`config.mk`:
```
export PLATFORM = sky130hd
export DESIGN_NAME = pc_sequencer
export DESIGN_NICKNAME = d
export VERILOG_FILES = /design/src/rtl/pc_sequencer.sv
export SDC_FILE = /design/constraint.sdc
export NUM_CORES = 1
export LEC_CHECK = 0
export CORE_MARGIN = 10
export CORE_UTILIZATION = 63
export CTS_BUF_LIST = sky130_fd_sc_hd__clkbuf_4
export DETAILED_ROUTE_END_ITERATION = 8
export PLACE_DENSITY = 0.88
export SETUP_SLACK_MARGIN = 0.3
export SLEW_MARGIN = 20
export SYNTH_ARGS = -nofsm -noshare
export SYNTH_HDL_FRONTEND = slang
export SYNTH_SLANG_ARGS = --single-unit
```
`constraint.sdc`:
```
create_clock -name clk -period 5.6 [get_ports clk]
set_input_delay 1.68 -clock clk [delete_from_list [all_inputs] [get_ports clk]]
set_output_delay 1.68 -clock clk [all_outputs]
set_load 0.01 [all_outputs]
```
`src/rtl/pc_sequencer.sv`:
```
// ============================================================================
//  Module   : pc_sequencer
//  Purpose  : Program-counter sequencer with branch/jump, call/return via an
//             internal return-address stack, stall and sticky stack errors.
//  Option   : define PC_IRQ_EN to enable interrupt entry through the RAS.
//  Revision : 1.0 - initial release
// ============================================================================
`default_nettype none

module pc_sequencer #(
  parameter int                    DATA_WIDTH   = 16,
  parameter int                    OFF_WIDTH    = 8,
  parameter int                    RAS_DEPTH    = 4,
  parameter logic [DATA_WIDTH-1:0] RESET_VECTOR = '0,
  parameter logic [DATA_WIDTH-1:0] IRQ_VECTOR   = DATA_WIDTH'(4)
) (
  input  logic                        clk,
  input  logic                        clr,
  input  logic                        stall,
  input  logic [2:0]                  op,
  input  logic                        take,
  input  logic [DATA_WIDTH-1:0]       target,
  input  logic [OFF_WIDTH-1:0]        offset,
  input  logic                        err_clr,
  input  logic                        irq,
  output logic [DATA_WIDTH-1:0]       pc,
  output logic [$clog2(RAS_DEPTH):0]  ras_count,
  output logic                        ras_full,
  output logic                        ras_empty,
  output logic                        ras_ovf,
  output logic                        ras_unf,
  output logic                        irq_ack
);

  localparam int c_PTR_W = $clog2(RAS_DEPTH);
  localparam int c_CNT_W = c_PTR_W + 1;

  localparam logic [2:0] c_OP_HOLD   = 3'b000;
  localparam logic [2:0] c_OP_INC    = 3'b001;
  localparam logic [2:0] c_OP_JUMP   = 3'b010;
  localparam logic [2:0] c_OP_BRANCH = 3'b011;
  localparam logic [2:0] c_OP_CALL   = 3'b100;
  localparam logic [2:0] c_OP_RET    = 3'b101;

  localparam logic [DATA_WIDTH-1:0] c_PC_ONE  = DATA_WIDTH'(1);
  localparam logic [c_CNT_W-1:0]    c_CNT_ONE = c_CNT_W'(1);
  localparam logic [c_CNT_W-1:0]    c_CNT_MAX = c_CNT_W'(RAS_DEPTH);

  logic [DATA_WIDTH-1:0] r_pc;
  logic [c_CNT_W-1:0]    r_cnt;
  logic                  r_ovf;
  logic                  r_unf;
  logic [DATA_WIDTH-1:0] r_ras [RAS_DEPTH];

  logic                  w_full;
  logic                  w_empty;
  logic                  w_irq_take;
  logic                  w_irq_full;
  logic [DATA_WIDTH-1:0] w_pc_nxt;
  logic [c_CNT_W-1:0]    w_cnt_nxt;
  logic                  w_push;
  logic [DATA_WIDTH-1:0] w_push_val;
  logic                  w_ovf_set;
  logic                  w_unf_set;
  logic [c_PTR_W-1:0]    w_wr_idx;
  logic [c_PTR_W-1:0]    w_top_idx;
  logic [DATA_WIDTH-1:0] w_offset_ext;

  assign w_full       = (r_cnt == c_CNT_MAX);
  assign w_empty      = (r_cnt == '0);
  assign w_wr_idx     = r_cnt[c_PTR_W-1:0];
  // Truncation maps count RAS_DEPTH onto the last slot as intended.
  assign w_top_idx    = c_PTR_W'(r_cnt - c_CNT_ONE);
  assign w_offset_ext = {{(DATA_WIDTH-OFF_WIDTH){offset[OFF_WIDTH-1]}}, offset};

`ifdef PC_IRQ_EN
  logic r_irq_ack;

  assign w_irq_take = irq & ~w_full;
  assign w_irq_full = irq & w_full;
  assign irq_ack    = r_irq_ack;

  always_ff @(posedge clk or negedge clr) begin
    if (!clr) r_irq_ack <= 1'b0;
    else      r_irq_ack <= w_irq_take & ~stall;
  end
`else
  logic w_unused;

  assign w_irq_take = 1'b0;
  assign w_irq_full = 1'b0;
  assign irq_ack    = 1'b0;
  assign w_unused   = ^{irq, IRQ_VECTOR};
`endif

  always_comb begin
    w_pc_nxt   = r_pc;
    w_cnt_nxt  = r_cnt;
    w_push     = 1'b0;
    w_push_val = r_pc + c_PC_ONE;
    w_ovf_set  = 1'b0;
    w_unf_set  = 1'b0;
    if (!stall) begin
      if (w_irq_take) begin
        // Interrupted op is dropped; the handler returns to this same pc.
        w_push     = 1'b1;
        w_push_val = r_pc;
        w_pc_nxt   = IRQ_VECTOR;
        w_cnt_nxt  = r_cnt + c_CNT_ONE;
      end else begin
        w_ovf_set = w_irq_full;
        case (op)
          c_OP_HOLD:   w_pc_nxt = r_pc;
          c_OP_INC:    w_pc_nxt = r_pc + c_PC_ONE;
          c_OP_JUMP:   w_pc_nxt = target;
          c_OP_BRANCH: w_pc_nxt = take ? (r_pc + w_offset_ext) : (r_pc + c_PC_ONE);
          c_OP_CALL: begin
            if (w_full) begin
              w_ovf_set = 1'b1;
            end else begin
              w_push    = 1'b1;
              w_pc_nxt  = target;
              w_cnt_nxt = r_cnt + c_CNT_ONE;
            end
          end
          c_OP_RET: begin
            if (w_empty) begin
              w_unf_set = 1'b1;
            end else begin
              w_pc_nxt  = r_ras[w_top_idx];
              w_cnt_nxt = r_cnt - c_CNT_ONE;
            end
          end
          default: w_pc_nxt = r_pc;
        endcase
      end
    end
  end

  always_ff @(posedge clk or negedge clr) begin
    if (!clr) begin
      r_pc  <= RESET_VECTOR;
      r_cnt <= '0;
      r_ovf <= 1'b0;
      r_unf <= 1'b0;
    end else begin
      r_pc  <= w_pc_nxt;
      r_cnt <= w_cnt_nxt;
      // A set event wins over a simultaneous clear.
      r_ovf <= w_ovf_set | (r_ovf & ~err_clr);
      r_unf <= w_unf_set | (r_unf & ~err_clr);
    end
  end

  always_ff @(posedge clk) begin
    if (w_push) r_ras[w_wr_idx] <= w_push_val;
  end

  assign pc        = r_pc;
  assign ras_count = r_cnt;
  assign ras_full  = w_full;
  assign ras_empty = w_empty;
  assign ras_ovf   = r_ovf;
  assign ras_unf   = r_unf;

endmodule

`default_nettype wire

```
# [After elaboration in Yosys (flattened, before gate mapping)]
# Memories as Yosys holds them, arrays and structs flattened.
# Cells that the tools add are included.
[word_totals] out_inout_bits=24 n_memories=1 ff_bits=21 elab_cells=46 input_bits=33 mem_bits_rw=64
[classes] n_eq_ne=8 addsub=4 n_reduce_logical=5 bitwise_logic=6 n_mux=18
[memory_table] memory="r_ras" depth=4 word_bits=16 rd=1 rd_clocked_by_memory_dff=0 wr=1 line="53" rtl="logic [DATA_WIDTH-1:0] r_ras [RAS_DEPTH];"
[op_table] op="$pmux 16 s5" n=1
[op_table] op="$mux 16" n=3
[op_table] op="$add 16x1->16 const B" n=1
[op_table] op="$add 16x16->16" n=1
[op_table] op="$mux 1" n=11
[op_table] op="$eq 3x3->1 const B" n=3
[op_table] op="$reduce_and 4->1" n=2
[op_table] op="$eq 3x2->1 const B" n=2
[op_table] op="$mux 3" n=2
[op_table] op="$pmux 3 s2" n=1
[op_table] op="$reduce_bool 5->1" n=1
[op_table] op="$ne 2x2->1 const B" n=2
[op_table] op="$add 3x1->3 const B" n=1
[op_table] op="$eq 3x1->1 const B" n=1
[op_table] op="$logic_not 3->1" n=1
[op_table] op="$sub 3x1->3 const B" n=1
[op_table] op="$and 1x1->1" n=2
[op_table] op="$not 1->1" n=2
[op_table] op="$or 1x1->1" n=2
[op_table] op="$reduce_bool 2->1" n=1

# [Depth between registers and ports, before layout]
[logic_depth] word_depth=6 mapped_depth=11 mapped_depth_nobuf=9

# [Worst setup path before layout]
# Ideal clock, no wire load.
[synth_path] path_kind="input to register" from="in op[2]" to="reg r_pc[3], in the netlist pc[3]" arrival_ns=3.278 n_path_buf=2 path_slack_ns=2.181 path_stages=8 setup_time_ns=0.141 cell_sequence="buf_6 -> and2_4 -> a221o_1 -> or2_1 -> clkbuf_1 -> or4_1 -> a31oi_1 -> a211oi_1"
[synth_between] elab_chain_len=3 elab_cells_between_ends=10 cone_classes="7 x eq/ne; 1 x mux; 2 x reduce/logical"
[synth_rtl] item="start, declared" line="20" rtl="input logic [2:0] op,"
[synth_rtl] item="$eq 3x3->1 (tied with other cells)" line="112" rtl="case (op)"
[synth_rtl] item="$reduce_bool 5->1 (no source line) / $ne 2x2->1 (equally long branches)"
[synth_rtl] item="$reduce_and 4->1 (no source line)"
[synth_rtl] item="end signal, assigned" line="147" rtl="r_pc <= w_pc_nxt;"
[synth_rtl] item="end, declared" line="49" rtl="logic [DATA_WIDTH-1:0] r_pc;"
# Several ways; a longest one is shown, not always the timed one.
# A chain may end at the register's enable or synchronous reset.

# [Worst setup path in the final report]
[layout_path] from="reg r_cnt[0], in the netlist ras_count[0]" to="out ras_empty"
[layout_between] elab_chain_len=1
[layout_rtl] item="start, declared" line="50" rtl="logic [c_CNT_W-1:0] r_cnt;"
[layout_rtl] item="start signal, assigned" line="148" rtl="r_cnt <= w_cnt_nxt;"
[layout_rtl] item="$logic_not 3->1" line="70" rtl="assign w_empty = (r_cnt == '0);"
[layout_rtl] item="end, declared" line="29" rtl="output logic ras_empty,"
# Every way passes these cells.

==> results.txt <==
The run finished with clean final reports. The number of nets in the finished design is around 550. The clock root buffer is sky130_fd_sc_hd__clkbuf_4. In the routed design, unresolved DRC markers number 0. The maximum fanout along the worst path came out at 21. The first-pass GRT wire length came out at around 21000 um. The routability congestion estimate came out at about 0.92. The depth of the worst register-to-register path came out at 9. The clock net in this run drives a total of 85 sinks. In this run the worst hold path is classified as register to register. The most used flip-flop cell after synthesis is sky130_fd_sc_hd__edfxtp_1.

The post-CTS setup repair buffer count came out at 0. Synthesis produced a netlist whose cell count is roughly 450. The number of failing hold endpoints at the final stage came out at 0. The number of flops mapped to enable cells by yosys came out at 64.

In this run the most critical hold path is launched from ras_ovf. The largest individual stage delay along the critical path comes from the cell sky130_fd_sc_hd__clkdlybuf4s50_1. The maximum buffer depth of the clock tree is 2. The setup-violating endpoint count in the final report is 0. Counting I/O delays and the setup requirement, the final critical path takes roughly 4.1 ns. After synthesis, the cell types taking the most area are sky130_fd_sc_hd__edfxtp_1 38%, sky130_fd_sc_hd__dfrtp_1 10%, sky130_fd_sc_hd__mux4_2 7.1%, sky130_fd_sc_hd__ha_1 5.2%, sky130_fd_sc_hd__a21oi_1 3.1%.

The maximum clock skew at final layout came out at about 0.021 ns. The slew at the pin closest to its max-slew limit came out at around 0.83 ns. The endpoint of the worst hold path is ras_ovf. The start of the worst register-to-register path is ras_count[0]. Measured against its own limit, the worst slew margin works out to 0.4468.

The count of max-cap constraint violations is 0. For the worst-skew pair, the clock arrives at the later sink with an insertion delay of roughly 0.44 ns. The starting density of the core is 0.6542. Using the TritonRoute via totals, the vias-per-cell ratio works out to about 6.8. The count of vias placed by the detailed router is roughly 4000. The number of nets handed over by synthesis was 509. The initial antenna violation count was 0.

The category of the most critical setup path is register to output pin. The instance count along the most critical hold path is 1. The core region is 7767 um^2. Setup repair after global routing left no endpoint under its margin. The number of instances in the placed design is between 500 and 600. The post-CTS clock slew at the launch and capture registers of the worst setup and hold paths is 0.14 ns. Of the synthesized area, sequential elements account for 0.4817.

The quantity of gates resized following cts came out at 0. The startpoint kind of the worst setup timing path is a register. The count of nets left with antenna violations once routing finished came out at 0. The residual overflow from global routing came out at 0.

By count the netlist is led by 64 x sky130_fd_sc_hd__edfxtp_1, 31 x sky130_fd_sc_hd__a21oi_1, 29 x sky130_fd_sc_hd__nand2_1, 25 x sky130_fd_sc_hd__o21ai_0, 23 x sky130_fd_sc_hd__nor2_1. Static timing analysis puts the maximum clock frequency at 0.2451 GHz. The vertical die dimension is ~110 um.

The die footprint is 12060 um^2. Yosys mapped the design onto between 60 and 70 distinct sky130hd cell types. Dividing the synthesized area by the synthesized cell count gives between 10 and 15 um^2. The area share of the leading cell type in the synthesized netlist is 0.3782.

In this run the cell area measured after placement is about 5700 um^2. The count of inserted antenna diode cells came out at 0. Power spread over the standard cell area amounts to between 400 and 500 nW/um^2. The combined area of all synthesized cells is 5081 um^2.

Yosys printed 0 warnings. The via count of the first global-routing pass was between 4000 and 5000. STA classifies the critical path endpoint as an output pin. The number of H-tree branching levels came out at 3. The pin count of the biggest net entering global routing came out at 24. The number of top-level pins is 57. In this run the critical register-to-register path is captured at pc[3]. The data arrival at the endpoint of the critical path is between 2 and 2.5 ns. TritonCTS built the clock tree. The required time at the worst-slack endpoint came out at around 4 ns. The final instance area came out at ~5800 um^2. The final standard cell count with taps included and fillers excluded came out at roughly 610.

The violation count after the first detailed-route iteration came out at 375. The routed design has about 13000 um of wire. The initialized floorplan defines 32 standard-cell rows.

Across the VDD grid, the largest voltage drop is slightly below 300 uV. Across every metal layer, demand over resource in global routing totals 0.2215. The area growth from synthesis to layout is 14.60%.

The leakage component of the power is between 2 and 2.5 nW. The worst path setup slack after routing is approximately 1.5 ns. OpenSTA, run right after detailed placement, puts the worst setup slack at 1.188 ns. The number of buffers inserted by port buffering is between 50 and 60. The reg-to-reg setup timing slack came out at about 2.5 ns. The highest cell delay on the worst timing path came out at around 0.61 ns. Counting flops and latches in the post-synthesis netlist gives 85. The largest total area in the synthesized netlist belongs to sky130_fd_sc_hd__edfxtp_1.

Tracing the worst setup path back leads to its startpoint at ras_count[0]. The horizontal die dimension is around 110 um. Final hold analysis gives a worst-case slack of approximately 0.54 ns.

The signal on the critical path passes through buf_4, inv_1, ha_1, nor2b_1, clkdlybuf4s50_1. The detail-routed net length per standard cell came out at roughly 22 um. After clock tree synthesis, the flow added hold-fix buffers numbering 0.

The number of iterations in the first detailed-routing pass is 7. The fraction of layout instances using a drive strength above 1 is 0.09127. Buffers inserted during clock tree synthesis total 9. The max-slew violation count came out at 0. sky130_fd_sc_hd__edfxtp_1 is the most common cell in the netlist. The placed wire-length estimate is roughly 9800 um.

The portion of the clock cycle consumed by the worst path in the final layout came out at 0.7286. The fraction of registers with async set or reset after synthesis is 0.2471. The setup TNS came out at 0 ns.
[state kept, by name, indices dropped and copies added (netlist names)]
signal     flops
r_ras         64
pc            16
ras_unf        1
ras_ovf        1
ras_count      3
[power breakdown]
group / switching [mW] / total, mW / internal [mW]
Combinational: 0.707 / 1.29 / 0.582
Clock: 0.225 / 0.368 / 0.143
Sequential: 0.144 / 0.971 / 0.827
[layout by cell type, fill, tap and decap left out, drive strengths merged, types with 4 or more instances in the layout]
cell | Yosys | routed
a211oi | 5 | 5
a21o | 5 | 5
a21oi | 31 | 31
a221oi | 5 | 5
a22o | 5 | 5
and2 | 10 | 10
and3 | 6 | 6
buf | 9 | 7
clkbuf | 17 | 9
clkdlybuf4s50 | 0 | 53
dfrtp | 21 | 21
edfxtp | 64 | 64
ha | 21 | 21
inv | 13 | 17
mux2i | 4 | 4
mux4 | 16 | 16
nand2 | 29 | 29
nand2b | 7 | 7
nand3 | 22 | 22
nand4 | 5 | 5
nor2 | 23 | 23
nor2b | 5 | 5
nor3 | 12 | 12
nor4 | 5 | 5
o211ai | 9 | 9
o21ai | 26 | 26
xnor2 | 13 | 13
xor2 | 16 | 16
[critical path: cells and delay by family (launching register included)]
family,cells,cell delay (ns)
buffers and inverters,3,1.00
DFF,1,0.39
and+or+nand+nor,1,0.31
adders and majority gates,1,0.27
[metrics by stage]
| step | total power, mW | util |
|---|---|---|
| floorplan | 1.802 | - |
| global placement | 2.177 | 0.7313 |
| detailed placement | 2.245 | 0.7313 |
| CTS | 2.613 | 0.7503 |
| global route | 2.781 | 0.7497 |
| finish | 2.628 | 0.7497 |
[per-layer routing]
metal	part of all wire	GRT usage	routed length [um]
met5	0	0	0
met3	0.099	0.04857	1303
met4	0.033	0.09480	432
met1	0.39	0.2791	5167
met2	0.48	0.3607	6253
[cell type report]
type	instances	area (um^2)
tap	102	127.6
fill	525	1944
multi-input combinational	330	2471
timing repair buffer	60	580.6
sequential	85	2447
clock inverter	7	80.08
inverter	13	48.80
clock buffer	9	67.56
[how the worst max path moves through the flow]
stage                        end  slack [ns]  cells after the start
global placement    r_ras[0][13]        1.36                      4
detailed placement  r_ras[2][13]        1.19                      4
floorplan                  pc[3]        2.18                      8
finish                 ras_empty        1.52                      5
global route           ras_empty        1.40                      5
CTS                    ras_empty        1.50                      5
[cells by family (layout without fill, tap and decap cells)]
kind of cell	after synthesis	count (layout)	share of synthesized area
adder cells (fa/ha/maj)	22	22	0.05565
other	1	1	0.0007380
XOR/XNOR	29	29	0.04999
multiplexers	22	22	0.08323
AND/OR/NAND/NOR	137	137	0.1399
flip-flops	85	85	0.4817
buffers and inverters	39	89	0.03201
AO/OA/AOI/OAI	119	119	0.1569
(Power assumes the default switching activity.)
